**src/rtl/config_sequencer_if.sv**
```systemverilog
// Handshake bundle between the serial receiver/main controller and config_sequencer.
interface config_sequencer_if #(
  parameter int unsigned N_FIELDS = 8
);
  localparam int unsigned IDX_W = $clog2(N_FIELDS);

  logic                receber_config;
  logic                fim_recepcao;
  logic                parity_ok;
  logic [N_FIELDS-1:0] load;
  logic [IDX_W-1:0]    field_idx;
  logic                nack;
  logic                pronto_config;
  logic                erro_config;
  logic [1:0]          erro_code;
  logic [2:0]          db_estado;

  modport master (
    output receber_config, fim_recepcao, parity_ok,
    input  load, field_idx, nack, pronto_config, erro_config, erro_code, db_estado
  );

  modport slave (
    input  receber_config, fim_recepcao, parity_ok,
    output load, field_idx, nack, pronto_config, erro_config, erro_code, db_estado
  );
endinterface

```
**src/rtl/config_sequencer.sv**
```systemverilog
// Sequences N_FIELDS configuration words into one-hot loads, with bounded parity retries.
// Optional per-word receive timeout enabled by defining CONFIG_TIMEOUT_EN.
module config_sequencer #(
  parameter int unsigned N_FIELDS       = 8,
  parameter int unsigned MAX_RETRIES    = 2,
  parameter int unsigned TIMEOUT_CYCLES = 1000000
) (
  input logic                clock,
  input logic                reset,
  config_sequencer_if.slave  bus
);
  localparam int unsigned IDX_W = $clog2(N_FIELDS);
  localparam int unsigned RTY_W = (MAX_RETRIES > 0) ? $clog2(MAX_RETRIES + 1) : 1;

  if (N_FIELDS < 2) begin : g_chk_fields
    $error("config_sequencer: N_FIELDS must be >= 2");
  end
  if (TIMEOUT_CYCLES < 2) begin : g_chk_timeout
    $error("config_sequencer: TIMEOUT_CYCLES must be >= 2");
  end

  typedef enum logic [2:0] {
    IDLE   = 3'd0,
    RECEBE = 3'd1,
    FIM    = 3'd2,
    ERRO   = 3'd3
  } state_t;

  state_t             state_q, state_d;
  logic [IDX_W-1:0]   field_idx_q, field_idx_d;
  logic [RTY_W-1:0]   retry_q, retry_d;
  logic               nack_q, nack_d;
  logic [1:0]         erro_code_q, erro_code_d;

`ifdef CONFIG_TIMEOUT_EN
  localparam int unsigned TMR_W = $clog2(TIMEOUT_CYCLES);
  logic [TMR_W-1:0]   timer_q, timer_d;
`endif

  always_ff @(posedge clock or negedge reset) begin
    if (!reset) begin
      state_q     <= IDLE;
      field_idx_q <= '0;
      retry_q     <= '0;
      nack_q      <= 1'b0;
      erro_code_q <= '0;
`ifdef CONFIG_TIMEOUT_EN
      timer_q     <= '0;
`endif
    end else begin
      state_q     <= state_d;
      field_idx_q <= field_idx_d;
      retry_q     <= retry_d;
      nack_q      <= nack_d;
      erro_code_q <= erro_code_d;
`ifdef CONFIG_TIMEOUT_EN
      timer_q     <= timer_d;
`endif
    end
  end

  always_comb begin
    state_d     = state_q;
    field_idx_d = field_idx_q;
    retry_d     = retry_q;
    nack_d      = 1'b0;
    erro_code_d = erro_code_q;
`ifdef CONFIG_TIMEOUT_EN
    timer_d     = timer_q;
`endif

    case (state_q)
      IDLE, ERRO: begin
        if (bus.receber_config) begin
          state_d     = RECEBE;
          field_idx_d = '0;
          retry_d     = '0;
          erro_code_d = 2'd0;
`ifdef CONFIG_TIMEOUT_EN
          timer_d     = '0;
`endif
        end
      end

      RECEBE: begin
`ifdef CONFIG_TIMEOUT_EN
        timer_d = timer_q + TMR_W'(1);
`endif
        if (bus.fim_recepcao) begin
`ifdef CONFIG_TIMEOUT_EN
          timer_d = '0;
`endif
          if (bus.parity_ok) begin
            retry_d = '0;
            if (field_idx_q == IDX_W'(N_FIELDS - 1)) begin
              state_d     = FIM;
              erro_code_d = 2'd0;
            end else begin
              field_idx_d = field_idx_q + IDX_W'(1);
            end
          end else if (retry_q < RTY_W'(MAX_RETRIES)) begin
            retry_d = retry_q + RTY_W'(1);
            nack_d  = 1'b1;
          end else begin
            state_d     = ERRO;
            erro_code_d = 2'd1;
          end
        end
`ifdef CONFIG_TIMEOUT_EN
        // A strobe in the final timer cycle wins over the timeout.
        else if (timer_q == TMR_W'(TIMEOUT_CYCLES - 1)) begin
          state_d     = ERRO;
          erro_code_d = 2'd2;
        end
`endif
      end

      FIM: begin
        state_d     = IDLE;
        erro_code_d = 2'd0;
      end

      default: state_d = IDLE;
    endcase
  end

  always_comb begin
    bus.load = '0;
    if (state_q == RECEBE) begin
      bus.load[field_idx_q] = 1'b1;
    end
  end

  assign bus.field_idx     = field_idx_q;
  assign bus.nack          = nack_q;
  assign bus.pronto_config = (state_q == FIM) || (state_q == ERRO);
  assign bus.erro_config   = (state_q == ERRO);
  assign bus.erro_code     = erro_code_q;
  assign bus.db_estado     = state_q;
endmodule

```
**src/flat_wrapper.sv**
```systemverilog
// flat-port wrapper written by rule: the top's interface ports become plain ports
module config_sequencer_flat 
#(
  parameter int unsigned N_FIELDS       = 8,
  parameter int unsigned MAX_RETRIES    = 2,
  parameter int unsigned TIMEOUT_CYCLES = 1000000
)
  (clock, reset, bus_receber_config, bus_fim_recepcao, bus_parity_ok, bus_load, bus_field_idx, bus_nack, bus_pronto_config, bus_erro_config, bus_erro_code, bus_db_estado);
  config_sequencer_if #(.N_FIELDS(N_FIELDS)) bus_i ();
  input logic clock;
  input logic reset;
  input wire logic [$bits(bus_i.receber_config)-1:0] bus_receber_config;
  input wire logic [$bits(bus_i.fim_recepcao)-1:0] bus_fim_recepcao;
  input wire logic [$bits(bus_i.parity_ok)-1:0] bus_parity_ok;
  output wire logic [$bits(bus_i.load)-1:0] bus_load;
  output wire logic [$bits(bus_i.field_idx)-1:0] bus_field_idx;
  output wire logic [$bits(bus_i.nack)-1:0] bus_nack;
  output wire logic [$bits(bus_i.pronto_config)-1:0] bus_pronto_config;
  output wire logic [$bits(bus_i.erro_config)-1:0] bus_erro_config;
  output wire logic [$bits(bus_i.erro_code)-1:0] bus_erro_code;
  output wire logic [$bits(bus_i.db_estado)-1:0] bus_db_estado;
  assign bus_i.receber_config = bus_receber_config;
  assign bus_i.fim_recepcao = bus_fim_recepcao;
  assign bus_i.parity_ok = bus_parity_ok;
  assign bus_load = bus_i.load;
  assign bus_field_idx = bus_i.field_idx;
  assign bus_nack = bus_i.nack;
  assign bus_pronto_config = bus_i.pronto_config;
  assign bus_erro_config = bus_i.erro_config;
  assign bus_erro_code = bus_i.erro_code;
  assign bus_db_estado = bus_i.db_estado;
  config_sequencer #(.N_FIELDS(N_FIELDS), .MAX_RETRIES(MAX_RETRIES), .TIMEOUT_CYCLES(TIMEOUT_CYCLES)) u_core (.clock(clock), .reset(reset), .bus(bus_i));
endmodule
```
**config.mk**
```make
export PLATFORM = sky130hd
export DESIGN_NAME = config_sequencer_flat
export DESIGN_NICKNAME = d
export VERILOG_FILES = /design/src/rtl/config_sequencer_if.sv /design/src/rtl/config_sequencer.sv /design/src/flat_wrapper.sv
export SDC_FILE = /design/constraint.sdc
export NUM_CORES = 1
export LEC_CHECK = 0
export CAP_MARGIN = 15
export CELL_PAD_IN_SITES_DETAIL_PLACEMENT = 1
export CELL_PAD_IN_SITES_GLOBAL_PLACEMENT = 2
export CORE_MARGIN = 4
export CORE_UTILIZATION = 25
export DETAILED_ROUTE_END_ITERATION = 8
export GPL_TIMING_DRIVEN = 1
export PLACE_DENSITY = 0.87
export SYNTH_ARGS = -nofsm -noshare
export SYNTH_HDL_FRONTEND = slang
export SYNTH_SLANG_ARGS = --single-unit
```
**constraint.sdc**
```tcl
create_clock -name clock -period 2.64 [get_ports clock]
set_clock_uncertainty 0.15 [all_clocks]
set_input_delay 0.528 -clock clock [delete_from_list [all_inputs] [get_ports clock]]
set_output_delay 0.528 -clock clock [all_outputs]
set_load 0.02 [all_outputs]
```
==> results.rst, run 1 <==
.. list-table::
   :header-rows: 1

   * - Metric
     - Value
   * - Status
     - completed
   * - Grt met3 use
     - 3.050%
   * - Post-detailed-route wirelength per cell
     - 13.40 um
   * - First-pass detailed-route iteration total
     - 4
   * - Total power divided by cell area
     - 1033 nW/um^2
   * - Area share of the leading cell type in the synthesized netlist
     - 34.29%
   * - Placed Instances
     - 120
   * - Area Growth Syn to Fin
     - 41.90%
   * - Count of cell types in the netlist
     - 32
   * - Post-Place Setup Slack
     - 0.1978 ns
   * - Bufs on Longest Clock Path
     - 2
   * - Weighted congestion reported at the end of routability-driven placement
     - 0.7048
   * - Hold crit path type
     - reg -> reg
   * - Cell Chain, Critical Path
     - inv_1 -> ha_1 -> or2_2 -> clkdlybuf4s50_1
   * - Area of the die
     - 3512 sq um
   * - Quantity of I/O buffers inserted on ports
     - 21
   * - Final Hold Slack
     - 0.3995 ns
   * - # Post-CTS Setup Buffers
     - 0
   * - Via count
     - 583
   * - GR Util All Layers
     - 10.75%
   * - Post-route fraction of the period consumed by the critical path
     - 95.61%
   * - Cell area after synthesis
     - 656.9 sq um
   * - Unrepaired setup endpoints after global routing
     - no
   * - Via count of the first global-routing pass
     - 612
   * - Final non-filler cell total
     - 124
   * - Final std cell area, no fill
     - 932.1 sq um
   * - Max-cap violation count
     - 0
   * - Synth area leader
     - dfrtp_1
   * - Total power
     - 0.9626 mW
   * - Number of setup violations in the final report
     - 0
   * - GRT met1 Usage
     - 12.90%
   * - Static leakage
     - 0.4928 nW
   * - Routed via count divided by cell count
     - 4.702
   * - Avg Inst Size Synth
     - 9.384 sq um
   * - Maximum number of pins on one net before global-route repair
     - 10
   * - Leading cell type in the layout, fill and taps excluded
     - clkdlybuf4s50_1
   * - Critical path startpoint category
     - flip-flop
   * - Initial cell density of the core
     - 26.28%
   * - Layer with the highest usage after global routing
     - met2
   * - Final Net Count
     - 106
   * - Vert. Die Dim
     - 59.26 um
   * - Clock Sink Count
     - 9
   * - Synth Register Bits
     - 9
   * - Total of cells resized after clock tree synthesis
     - 4
   * - CP Data Required Time
     - 1.96 ns
   * - Pins over their slew limit
     - 0
   * - Top post-synthesis cells by area
     - dfrtp_1 (34%), ha_1 (11%), nand2b_1 (5.7%)
   * - Smallest setup slack after layout
     - 0.1159 ns
   * - Reg clk slew, reported paths
     - 0.06 ns
   * - Post-layout min period
     - 2.524 ns
   * - Post-cts hold buffer count
     - 0
   * - Max H-tree Level
     - 1
   * - # rows
     - 18
   * - Wire length of the first global-routing pass
     - 2801 um
   * - Worst setup path category
     - reg -> out
   * - Total Neg Setup Slack
     - 0 ns
   * - Number of DRC markers after the initial detailed-route iteration
     - 9
   * - Antenna violations before repair
     - 0
   * - Critical Path Fanout Max
     - 6
   * - CP endpoint kind
     - output pin
   * - Max frequency
     - 0.3962 GHz
   * - Hold Vio Cnt, Final
     - 0
   * - Highest-count cells in the layout ignoring fill and taps
     - clkdlybuf4s50_1 (13), dfrtp_1 (8), nand2b_1 (6), nor2_1 (6), inv_1 (6)
   * - CTS tree
     - done
   * - Final routed DRC violation total
     - 0
   * - Utilization after layout
     - 37.29%
   * - Diodes inserted
     - 0
   * - Ys Warns
     - 0
   * - Slowest cell delay on critical path
     - 0.54 ns
   * - Slowest cell on crit path
     - clkdlybuf4s50_1
   * - Register area share after synthesis
     - 34.29%
   * - Clock latency on the worst-skew pair
     - 0.26 ns
   * - Total core area
     - 2500 sq um
   * - Sum of overflow across all layers after global routing
     - 0
   * - Number of nets with antenna violations after detailed routing
     - 0
   * - Data arrival at the endpoint of the critical path
     - 1.85 ns
   * - HPWL after detailed placement
     - 1339 um
   * - Cells after synthesis
     - 70
   * - Number of CTS-inserted buffers
     - 3
   * - Final WL
     - 1661 um
   * - Root buf cell
     - clkbuf_4
   * - Fraction of final layout cells with drive strength greater than 1
     - 11.70%
   * - I/O Pins
     - 24
   * - Horizontal extent of the die
     - 59.26 um
   * - Worst VDD drop
     - 0.0005086 V
   * - GR Util met2
     - 17.63%
   * - Area post-placement
     - 893.4 sq um
==> power by group <==
| part | leakage [nW] | switching (mW) | internal [mW] |
|---|---|---|---|
| Combinational | 0.359 | 0.326 | 0.288 |
| Clock | 0.0150 | 0.0491 | 0.0582 |
| Sequential | 0.118 | 0.0571 | 0.185 |
| Total | 0.493 | 0.432 | 0.531 |
==> synth_stat cells <==
master    n
nand2b_1  6
nor2_1    6
or3_1     1
mux2i_1   2
o211ai_1  1
and2b_4   1
inv_1     6
nor3_1    2
o22ai_1   1
ha_1      6
and2b_1   1
o21ai_0   2
mux2_2    1
buf_4     2
a32o_1    2
and2_1    1
a211oi_1  1
a211oi_2  1
nand2_1   3
mux2_4    1
nand3_1   1
a32oi_1   1
nand2_2   1
dfrtp_1   9
or4_1     1
or2_2     1
a2111o_1  1
nand3b_1  1
o31ai_1   1
nor2b_1   3
conb_1    1
nor3b_1   2
==> cell type report <==
type	count	area, sq um
sequential	9	226.5
multi-input combinational	54	400.4
timing repair buffer	21	219.0
inverter	6	22.52
clock buffer	4	26.28
tap	30	37.54
fill	305	1568
==> critical path, delay by kind of cell, from the launching register on <==
family	cells	cell delay (ns)
buf+inv	2	0.61
flops	1	0.40
simple gates	1	0.31
fa+ha+maj	1	0.27
==> per-layer routing <==
layer / wire length [um] / share of wire (%)
met2: 784 / 47
met3: 152 / 9.2
met1: 724 / 44
met4: 0 / 0
met5: 0 / 0
==> kinds of logic after synthesis <==
kind of cell	Yosys count	synth area share [%]
simple gates	31	27.05
compound gates	11	13.91
flops	9	34.29
buf+inv	8	5.713
fa+ha+maj	6	11.43
mux	4	7.047
other cells	1	0.5709
==> sequential cells by signal, indices dropped and copies added (netlist names) <==
| register | count |
|---|---|
| u_core.bus.erro_code | 1 |
| u_core.bus.db_estado | 2 |
| u_core.bus.field_idx | 3 |
| u_core.bus.nack | 1 |
| u_core.retry_q | 2 |
==> worst paths after layout <==
check / start / end / slack [ns] / depth (start not counted)
max: u_core.bus.db_estado[0]$_DFFE_PN0P_ / bus_pronto_config / 0.12 / 4
min: u_core.bus.erro_code[0]$_DFFE_PN0P_ / u_core.bus.erro_code[0]$_DFFE_PN0P_ / 0.40 / 2
max reg2reg: u_core.bus.field_idx[0]$_DFFE_PN0P_ / u_core.bus.field_idx[0]$_DFFE_PN0P_ / 0.57 / 5
min reg2reg: u_core.bus.erro_code[0]$_DFFE_PN0P_ / u_core.bus.erro_code[0]$_DFFE_PN0P_ / 0.40 / 2
max in group asynchronous: reset / u_core.bus.db_estado[0]$_DFFE_PN0P_ / 1.60 / 1
min in group asynchronous: reset / u_core.bus.field_idx[0]$_DFFE_PN0P_ / 0.42 / 1
Power figures use the tool's default switching activity.
==> inputs of run 2 (changes only) <==
--- a/constraint.sdc
+++ b/constraint.sdc
@@ -3,3 +3,3 @@
 set_input_delay 0.528 -clock clock [delete_from_list [all_inputs] [get_ports clock]]
 set_output_delay 0.528 -clock clock [all_outputs]
-set_load 0.02 [all_outputs]
+set_load 0.01 [all_outputs]
==> results.rst, run 2 (synthesis gave the netlist of run 1 again) <==
.. list-table::
   :header-rows: 1

   * - Metric
     - Value
   * - Clock latency on the worst-skew pair
     - 0.26 ns (about the same)
   * - Fraction of final layout cells with drive strength greater than 1
     - 10.64% (-1.1 points)
   * - HPWL after detailed placement
     - 1380 um (+3.0%)
   * - WP buf/inv
     - 2 (unchanged)
   * - First-pass detailed-route iteration total
     - 2 (-2)
   * - Total core area
     - 2500 sq um (unchanged)
   * - Area Growth Syn to Fin
     - 41.52%
   * - Routed via count divided by cell count
     - 4.823 (+2.6%)
   * - Unrepaired setup endpoints after global routing
     - yes
   * - Post-cts hold buffer count
     - 0 (unchanged)
   * - Post-Place Setup Slack
     - 0.3015 ns (+0.1037 ns)
   * - Fraction of power consumed by sequential logic
     - 26.5% (+1.4 points)
   * - Critical Path Fanout Max
     - 6 (unchanged)
   * - CTS tree
     - done
   * - CP endpoint kind
     - output pin
   * - I/O Pins
     - 24 (unchanged)
   * - Critical path startpoint category
     - flip-flop
   * - Worst setup path category
     - reg -> out
   * - Post-route fraction of the period consumed by the critical path
     - 95.42% (-0.19 points)
   * - Root buf cell
     - clkbuf_4
   * - Combinational share of power
     - 61.7% (-2.0 points)
   * - CP Data Required Time
     - 1.96 ns (about the same)
   * - Number of nets with antenna violations after detailed routing
     - 0 (unchanged)
   * - Horizontal extent of the die
     - 59.26 um (unchanged)
   * - Max-cap violation count
     - 0 (unchanged)
   * - Max frequency
     - 0.3970 GHz (+0.20%)
   * - Clock Sink Count
     - 9 (unchanged)
   * - Sw Share
     - 41.61% (-3.2 points)
   * - Bufs on Longest Clock Path
     - 2 (unchanged)
   * - Final Net Count
     - 106 (unchanged)
   * - Data arrival at the endpoint of the critical path
     - 1.84 ns (about the same)
   * - Area post-placement
     - 893.4 sq um (unchanged)
   * - Highest-count cells in the layout ignoring fill and taps
     - clkdlybuf4s50_1 (18), dfrtp_1 (9), nand2b_1 (6), nor2_1 (6), inv_1 (6)
   * - Clk pwr share
     - 11.7% (+0.5 points)
   * - Slowest cell on crit path
     - clkdlybuf4s50_1
   * - Number of setup violations in the final report
     - 0 (unchanged)
   * - # Post-CTS Setup Buffers
     - 0 (unchanged)
   * - Weighted congestion reported at the end of routability-driven placement
     - 0.7359 (+4.4%)
   * - Area of the die
     - 3512 sq um (unchanged)
   * - Startpoint of the lowest-slack register-to-register path
     - u_core.bus.field_idx[0]$_DFFE_PN0P_
   * - Worst Hold Launch
     - u_core.bus.erro_code[0]$_DFFE_PN0P_
   * - Number of CTS-inserted buffers
     - 3 (unchanged)
   * - Via count
     - 598 (+2.6%)
   * - Final routed DRC violation total
     - 0 (unchanged)
   * - Post-detailed-route wirelength per cell
     - 13.40 um (about the same)
   * - Leading cell type in the layout, fill and taps excluded
     - clkdlybuf4s50_1
   * - Maximum number of pins on one net before global-route repair
     - 10 (unchanged)
   * - Total of cells resized after clock tree synthesis
     - 1 (-3)
   * - Dominant delay contributor by cell family on the critical path
     - buffers and inverters
   * - # rows
     - 18 (unchanged)
   * - Vert. Die Dim
     - 59.26 um (unchanged)
   * - Power Internal
     - 0.5338 mW (+0.56%)
   * - Final WL
     - 1662 um (about the same)
   * - GR Util All Layers
     - 10.09% (-0.66 points)
   * - Pins over their slew limit
     - 0 (unchanged)
   * - Quantity of I/O buffers inserted on ports
     - 21 (unchanged)
   * - Reg clk slew, reported paths
     - 0.06 ns (about the same)
   * - Post-layout min period
     - 2.519 ns (-0.004935 ns)
   * - Final std cell area, no fill
     - 929.6 sq um (-0.27%)
   * - Slowest cell delay on critical path
     - 0.54 ns (about the same)
   * - Hold Vio Cnt, Final
     - 0 (unchanged)
   * - Antenna violations before repair
     - 0 (unchanged)
   * - Number of DRC markers after the initial detailed-route iteration
     - 5 (-4)
   * - Max H-tree Level
     - 1 (unchanged)
   * - Beginning of the critical path
     - u_core.bus.db_estado[1]$_DFFE_PN0P_
   * - Diodes inserted
     - 0 (unchanged)
   * - Worst VDD drop
     - 0.0005571 V (+9.5%)
   * - Sum of overflow across all layers after global routing
     - 0 (unchanged)
   * - Total power divided by cell area
     - 983.4 nW/um^2 (-4.8%)
   * - Total Neg Setup Slack
     - 0 ns (unchanged)
   * - Initial cell density of the core
     - 26.28% (unchanged)
   * - Via count of the first global-routing pass
     - 641 (+4.7%)
   * - Smallest setup slack after layout
     - 0.1208 ns (+0.004935 ns)
   * - Static leakage
     - 0.4404 nW (-11%)
   * - Hold crit path type
     - reg -> reg
   * - Cell Chain, Critical Path
     - inv_1 -> ha_2 -> nand2_1 -> nor2_1 -> clkdlybuf4s50_1
   * - Final Hold Slack
     - 0.3920 ns (-0.007525 ns)
   * - Net switching component of the power
     - 0.3804 mW (-12%)
   * - Status
     - completed
   * - Wire length of the first global-routing pass
     - 2746 um (-2.0%)
   * - Number of flip-flops in the largest register
     - 3 (unchanged)
run 2: cell count changes in the layout (fill, tap and decap cells not counted):
cell             before  now
dfrtp_2               1    0
dlymetal6s2s_1        5    3
dfrtp_1               8    9
clkdlybuf4s50_1      13   18
dlygate4sd2_1         3    0
run 2: area by class of cell:
class / count / area [sq um]
tap: 30 / 37.54
sequential: 9 / 225.2
inverter: 6 / 22.52
multi-input combinational: 54 / 400.4
fill: 302 / 1570
timing repair buffer: 21 / 217.7
clock buffer: 4 / 26.28
run 2: per-stage QoR:
stage               cells  power (mW)  utilization [%]
floorplan              71      0.5952                -
global placement      120      0.7973            35.74
detailed placement    120      0.8157            35.74
CTS                   124      0.9324            36.89
global route          124      0.9984            37.19
finish                124      0.9142            37.19
run 2: worst register-to-register path, cell delays in order (launching register included):
cell and delay, ns:
dfrtp_1 0.47, ha_1 0.25, ha_1 0.21, and2_1 0.16, a2111o_1 0.40, mux2_4 0.31
run 2: worst paths after layout:
kind | endpoint | depth (start not counted) | slack [ns]
max in group asynchronous | u_core.bus.field_idx[2]$_DFFE_PN0P_ | 1 | 1.62
min | u_core.bus.erro_code[0]$_DFFE_PN0P_ | 2 | 0.39
max | bus_load[6] | 5 | 0.12
min in group asynchronous | u_core.retry_q[0]$_DFFE_PN0P_ | 1 | 0.42
min reg2reg | u_core.bus.erro_code[0]$_DFFE_PN0P_ | 2 | 0.39
max reg2reg | u_core.bus.field_idx[0]$_DFFE_PN0P_ | 5 | 0.58
run 2: power by group through the flow:
stage / Combinational, mW / Sequential [mW] / Clock (mW)
2_1_floorplan: 0.351 / 0.245 / 0
3_3_place_gp: 0.556 / 0.241 / 0
3_5_place_dp: 0.571 / 0.245 / 0
4_1_cts: 0.578 / 0.243 / 0.111
5_1_grt: 0.627 / 0.252 / 0.120
6_report: 0.564 / 0.243 / 0.107
run 2: metal layers:
| layer | part of all wire (%) | track usage, % | up-vias |
|---|---|---|---|
| met5 | 0 | 0 | - |
| met3 | 8.8 | 2.832 | 0 |
| met1 | 42 | 11.21 | 287 |
| met2 | 49 | 18.41 | 21 |
| li1 | - | - | 290 |
| met4 | 0 | 2.913 | 0 |
